--- src/rtl/ns_counter.sv ---
// ----------------------------------------------------------------------------
// ns_counter -- modulo-N up/down counter gated by a two-state IDLE/RUN FSM.
//
// The FSM is entered with start and left with stop; stop wins if both are
// high. While in RUN and with en high, the count steps once per clock in the
// direction given by up, wrapping inside 0..MODULUS-1. tc is high for the one
// cycle in which count holds a value produced by a wrap (or by a bounce in
// ping-pong mode). A load writes load_val, clamped to MODULUS-1, in any state
// and takes priority over stepping. Reset has priority over everything.
//
// Parameters:
//   WIDTH    count register width in bits (2..16)
//   MODULUS  count range 0..MODULUS-1 (2 <= MODULUS <= 2**WIDTH)
//
// Ports:
//   clk       in   clock; all state changes on its rising edge
//   reset     in   synchronous active-high reset
//   start     in   request to enter RUN
//   stop      in   request to return to IDLE
//   en        in   count enable while in RUN
//   up        in   direction, 1 = increment, 0 = decrement
//   load      in   synchronous parallel load strobe
//   load_val  in   [WIDTH-1:0] value for load
//   count     out  [WIDTH-1:0] registered count
//   tc        out  registered terminal-count pulse
//   busy      out  high while the FSM is in RUN
//
// Build option:
//   NS_COUNTER_BOUNCE_EN  when defined, the counter runs in ping-pong mode:
//   an internal direction register (loaded from up on start or load) turns
//   the count around at each end of the range instead of wrapping, and tc
//   pulses in the cycle count sits on the end value where it turned.
// ----------------------------------------------------------------------------
module ns_counter #(
    parameter int WIDTH   = 4,
    parameter int MODULUS = 16
) (
    input  logic             clk,
    input  logic             reset,
    input  logic             start,
    input  logic             stop,
    input  logic             en,
    input  logic             up,
    input  logic             load,
    input  logic [WIDTH-1:0] load_val,
    output logic [WIDTH-1:0] count,
    output logic             tc,
    output logic             busy
);

    typedef enum logic {
        IDLE = 1'b0,
        RUN  = 1'b1
    } state_t;

    localparam logic [WIDTH-1:0] ZERO    = '0;
    localparam logic [WIDTH-1:0] ONE     = WIDTH'(1);
    localparam logic [WIDTH-1:0] MAX_VAL = WIDTH'(MODULUS - 1);
    localparam logic [WIDTH-1:0] MAX_M1  = WIDTH'(MODULUS - 2);

    state_t           state_reg;
    logic [WIDTH-1:0] count_reg;
    logic [WIDTH-1:0] count_next;
    logic             tc_reg;
    logic             tc_next;
    logic             step;

`ifdef NS_COUNTER_BOUNCE_EN
    logic dir_reg;
    logic dir_next;
`endif

    // Step uses the current state, so the start cycle itself never steps
    // and the stop cycle still does.
    assign step = (state_reg == RUN) && en && !load;

    always_comb begin
        count_next = count_reg;
        tc_next    = 1'b0;
`ifdef NS_COUNTER_BOUNCE_EN
        dir_next   = dir_reg;
`endif
        if (load) begin
            // Compare against MAX_VAL instead of MODULUS so the comparison
            // stays WIDTH bits wide even when MODULUS == 2**WIDTH.
            count_next = (load_val > MAX_VAL) ? MAX_VAL : load_val;
        end else if (step) begin
`ifdef NS_COUNTER_BOUNCE_EN
            if (dir_reg) begin
                if (count_reg >= MAX_VAL) begin
                    // Only reachable right after a load/start put us at the
                    // top going up: turn around immediately.
                    count_next = MAX_M1;
                    dir_next   = 1'b0;
                    tc_next    = 1'b1;
                end else begin
                    count_next = count_reg + ONE;
                    if (count_reg == MAX_M1) begin
                        dir_next = 1'b0;
                        tc_next  = 1'b1;
                    end
                end
            end else begin
                if (count_reg == ZERO) begin
                    count_next = ONE;
                    dir_next   = 1'b1;
                    tc_next    = 1'b1;
                end else begin
                    count_next = count_reg - ONE;
                    if (count_reg == ONE) begin
                        dir_next = 1'b1;
                        tc_next  = 1'b1;
                    end
                end
            end
`else
            if (up) begin
                if (count_reg >= MAX_VAL) begin
                    count_next = ZERO;
                    tc_next    = 1'b1;
                end else begin
                    count_next = count_reg + ONE;
                end
            end else begin
                if (count_reg == ZERO) begin
                    count_next = MAX_VAL;
                    tc_next    = 1'b1;
                end else begin
                    count_next = count_reg - ONE;
                end
            end
`endif
        end
`ifdef NS_COUNTER_BOUNCE_EN
        // A fresh start or load re-seeds the direction from the up input.
        if (load || start) begin
            dir_next = up;
        end
`endif
    end

    always_ff @(posedge clk) begin
        if (reset) begin
            state_reg <= IDLE;
            count_reg <= ZERO;
            tc_reg    <= 1'b0;
`ifdef NS_COUNTER_BOUNCE_EN
            dir_reg   <= 1'b1;
`endif
        end else begin
            if (stop) begin
                state_reg <= IDLE;
            end else if (start) begin
                state_reg <= RUN;
            end
            count_reg <= count_next;
            tc_reg    <= tc_next;
`ifdef NS_COUNTER_BOUNCE_EN
            dir_reg   <= dir_next;
`endif
        end
    end

    assign count = count_reg;
    assign tc    = tc_reg;
    assign busy  = (state_reg == RUN);

endmodule

--- config.mk ---
export PLATFORM = sky130hd
export DESIGN_NAME = ns_counter
export DESIGN_NICKNAME = d
export VERILOG_FILES = /design/src/rtl/ns_counter.sv
export SDC_FILE = /design/constraint.sdc
export NUM_CORES = 1
export LEC_CHECK = 0
export ABC_CLOCK_PERIOD_IN_PS = 2300
export BUFFER_PORTS_ARGS = -buffer_cell sky130_fd_sc_hd__clkbuf_2
export CORE_AREA = 2 2 39 41
export DETAILED_ROUTE_END_ITERATION = 12
export DIE_AREA = 0 0 41 43
export MAX_ROUTING_LAYER = met4
export PLACE_DENSITY = 0.6
export SLEW_MARGIN = 10
export SYNTH_ARGS = -nofsm -noshare
export SYNTH_HDL_FRONTEND = slang
export SYNTH_SLANG_ARGS = --single-unit
--- constraint.sdc ---
create_clock -name clk -period 2.3 [get_ports clk]
set_clock_uncertainty 0.2 [all_clocks]
set_input_delay 0.115 -clock clk [delete_from_list [all_inputs] [get_ports clk]]
set_output_delay 0.115 -clock clk [all_outputs]
set_load 0.05 [all_outputs]
Word-level counts from Yosys, hierarchy flattened:

Index checks and enable logic that the tools add are counted.

* bits in registers: 6
* bits of input ports: 11
* word-level logic and storage cells: 24

* add/sub/neg operators: 2
* order comparisons: 2
* multiplexer cells: 9
* bitwise logic cells: 1
* reductions and logical operators: 7

Operator list (count)
* 2-to-1 mux 4 bit: 6
* adder 4 x 1 -> 4 bit, second input constant: 1
* >= comparator 4 bit, second input constant: 1
* greater-than comparator 4 bit, second input constant: 1
* logical NOT 4 bit: 1
* subtractor 4 x 1 -> 4 bit, second input constant: 1
* 2-to-1 mux 1 bit: 3
* OR reduction 3 bit: 1
* logical AND 1 bit: 2
* nonzero test 2 bit: 1
* OR reduction 2 bit: 1
* logical NOT 1 bit: 1
* NOT 1 bit: 1

Depth between registers and ports, before layout:

* depth in word-level cells: 5
* gate-level depth with buffers: 6

Worst setup path before layout:

OpenSTA, ideal clock, no wires.

* kind: reg2reg
* from: register count_reg[0] (netlist: count[0])
* to: register count_reg[0] (netlist: count[0])
* library setup time: 0.121 ns
* data arrival time: 1.675 ns
* required time: 1.979 ns
* path slack: 0.304 ns
* stages on the path, launching flop included: 7
* clock period less this slack: 1.996 ns
* cells stage by stage: dfxtp_1 > inv_1 > ha_1 > or3b_4 > a21oi_2 > a221oi_2 > nor3_2

* cells in the longest elaborated chain, start to end: 5

RTL lines
* from (decl): line 62 `logic [WIDTH-1:0] count_reg;`
* from (signal assigned): line 156 `count_reg <= count_next;`
* subtractor 4 x 1 -> 4 bit (tied with other cells): line 129 `count_next = count_reg - ONE;`
* 2-to-1 mux 4 bit (on tied branches): line 125, 118
* 2-to-1 mux 4 bit *: line 117 `if (up) begin`
* 2-to-1 mux 4 bit *: line 87 `end else if (step) begin`
* 2-to-1 mux 4 bit *: line 83 `if (load) begin`

Every way passes the cells marked *; elsewhere a longest branch is shown, timed or not. The select of a mux whose other input is x is not followed.
A chain may end at the register's enable or synchronous reset.

Worst setup path after layout:

* from: register count_reg[1] (netlist: count[1])
* to: register tc_reg (netlist: tc)

* cells in the longest elaborated chain, start to end: 3

RTL lines
* >= comparator 4 bit or logical NOT 4 bit (tied branches): line 118, 125
* 2-to-1 mux 1 bit (on tied branches): line 118, 125
* 2-to-1 mux 1 bit *: line 117
* to (signal assigned): line 157 `tc_reg <= tc_next;`
* to (decl): line 64 `logic tc_reg;`

Every way passes the cells marked *; elsewhere a longest branch is shown, timed or not.

==> results.cfg <==
[sta]
finalSetupViolations = 0
fin_ws_ps = 116
period_minus_slack_ps = 2180
fin_tns_setup_ps = 0
rsz0062_at_grt = false
finalCritPeriodShare_pct = 95.0
fmax_mhz = 458
tightest_slew_ps = 281
maxSlewHeadroom_pct = 81.2
hold_viol = 0
slew_violations = 0

[floorplanning]
die_w_um = 41
core.rowCount = 14
die_h_um = 43
ios = 17
die_area_um2 = 1760
core-area_um2 = 1380
initial_utilization_pct = 29.7

[setup_path]
path_depth = 7
worstPathArrival_ps = 2170
crit_slowest_cell = dlygate4sd3_1
cp-start-kind = flop
endpoint_kind = flop
crit_buf_inv = 2
critPathMaxFanout = 8
max_stage_delay_ps = 570
cp_cell_sequence = inv_1, ha_1, or3b_4, nor2_1, a41oi_1, nor4_1, dlygate4sd3_1
crit_required_ps = 2280
crit_family = simple AND/OR/NAND/NOR gates
crit_type = reg2reg
reg2regPathDepth = 7
r2r_setup_slack_ps = 120

[placement]
place_ws_ps = 541
place_area_um2 = 499
gp_congestion = 0.675
numPortBuffers = 16
dpl.cell_count = 80

[grt]
grt_util_met3_pct = 7.85
grt_pass1_vias = 386
grt_pass1_wl_mm = 1.57
grt_use_met1_pct = 14.8
grt_busiest_layer = met2
grt_use_total_pct = 13.6
use_met2_pct = 20.6
antenna_found_initial = 0
globalRoute.totalOverflow = 0
grt_max_degree = 11

[power_and_ir_drop]
leakagePower_nw = 0.290
power_density_nw_per_um2 = 510
max-vdd-ir-drop_mv = 0.324

[synthesis]
yosysTopAreaCell = dfxtp_1
async_flop_share_pct = 0
synth_edf_count = 0
syn_area_um2 = 410
synth_nets = 62
ys_seq_area_share_pct = 29.3
synth.avg_cell_area_um2 = 8.38
synth_top_cell_area_share_pct = 29.3
synth_cell_types = 27
yosysWarnings = 0
ys.flop_type = dfxtp_1
yosys-top-cells-area = dfxtp_1 29%, nor2_1 8.2%, ha_1 6.1%, a21oi_1 3.7%, o21ai_0 3.7%
ys_ff_latch = 6
syn_inst = 49

[clock_network]
cts_buffers = 3
clkLatencyLatePin_ps = 240
ctsHtreeMaxLevel = 1
post-cts-setup-buffer-count = 0
cts.path.max_buffers = 2
cts.sinks = 6
clk_pin_slew_ps = 50
cts_tree = built
root_buffer = clkbuf_4

[flow_run]
max-cap-violations = 0

[finish]
multiInputGateArea_um2 = 264
fin_area_um2 = 613
finalNetCount = 91
fillers = 140
drive_gt1_share_pct = 35.5
seq_area_um2 = 121
largest_register_ffs = 4
num_antenna_cells = 0
syn2layout_area_growth_pct = 49.4
stdcell_count = 92

[outcome]
outcome = finished clean

[routing]
drt-initial-drc-count = 3
routed_via_density = 4.95
wirelength_mm = 1.08
postRouteAntennaNets = 0
vias = 455
drc_errors = 0
wl_per_cell_um = 11.7
firstDrtPassIters = 2

[hold_path]
hold_path_class = in2reg
hold_depth = 4
==> cells in the mapped netlist, types with 2 or more instances <==
cell     count
ha_1         2
a21oi_1      3
nor3_1       2
inv_1        4
nor2_1       9
o21ai_0      3
dfxtp_1      6
==> worst paths after layout <==
kind	end	start
max	tc$_SDFF_PP0_	count[1]$_SDFFE_PP0P_
min reg2reg	count[2]$_SDFFE_PP0P_	count[2]$_SDFFE_PP0P_
max reg2reg	tc$_SDFF_PP0_	count[1]$_SDFFE_PP0P_
min	count[3]$_SDFFE_PP0P_	load_val[3]
==> per-stage QoR <==
stage / util, % / hold slack, ps / power, mW
after floorplan: - / -15.3 / 0.182
after global routing: 44.3 / 19.4 / 0.337
after detailed placement: 36.1 / 89.4 / 0.206
after global placement: 36.1 / 84.8 / 0.205
final: 44.3 / 18.4 / 0.312
after CTS: 44.2 / 10.8 / 0.319
==> logic make-up after synthesis <==
| kind of cell | share of synthesized area (%) |
|---|---|
| buffers and inverters | 6.40 |
| adders and majority gates | 6.10 |
| xor gates and xnor gates | 2.13 |
| and+or+nand+nor | 25.9 |
| DFF | 29.3 |
| AOI/OAI and AO/OA | 27.7 |
| muxes | 2.44 |
==> cell type report <==
cell class / count / share of cell area (%)
multi-input cells: 38 / 43.1
repair buffers: 25 / 27.8
flip-flops and latches: 6 / 19.8
clock buffers: 3 / 3.67
well taps: 16 / 3.27
inverters: 4 / 2.45
==> cells in the final DEF, fill, tap and decap left out, drive strengths merged <==
cell type,Yosys,layout
a211oi,1,1
a21oi,4,4
a221o,1,1
a221oi,1,1
a311oi,1,1
a31oi,1,1
a41oi,1,1
and3,2,2
clkbuf,0,19
dfxtp,6,6
dlygate4sd3,0,9
ha,2,2
inv,4,4
mux2i,1,1
nand2,2,2
nor2,9,9
nor3,3,3
nor4,1,1
o21ai,3,3
o21ba,1,1
o221ai,1,1
or3,1,1
or3b,1,1
xor2,1,1
==> worst reg2reg max path, cell delays in order (launching register included) <==
cell           delay, ps
dfxtp_1              380
inv_1                 80
ha_1                 180
or3b_4               400
nor2_1               100
a41oi_1               60
nor4_1               170
dlygate4sd3_1        570
==> per-layer routing <==
layer	vias up	share of wire, %
met5	-	0
met1	208	43
met2	10	53
met3	0	4.5
met4	0	0
li1	237	-
==> where the power goes <==
| part | internal, mW | switching [mW] | total, mW |
|---|---|---|---|
| combinational | 0.0403 | 0.0517 | 0.0920 |
| sequential | 0.111 | 0.0133 | 0.124 |
| clock | 0.0590 | 0.0373 | 0.0962 |
| total | 0.210 | 0.102 | 0.312 |
==> what timing repair did <==
| action | in CTS | in global routing |
|---|---|---|
| endpoints found under the hold margin | 5 | 0 |
| setup endpoints to repair | 0 | 2 |
| resized for setup | 0 | 1 |
| hold buffers | 9 | 0 |
(Power assumes the default switching activity.)
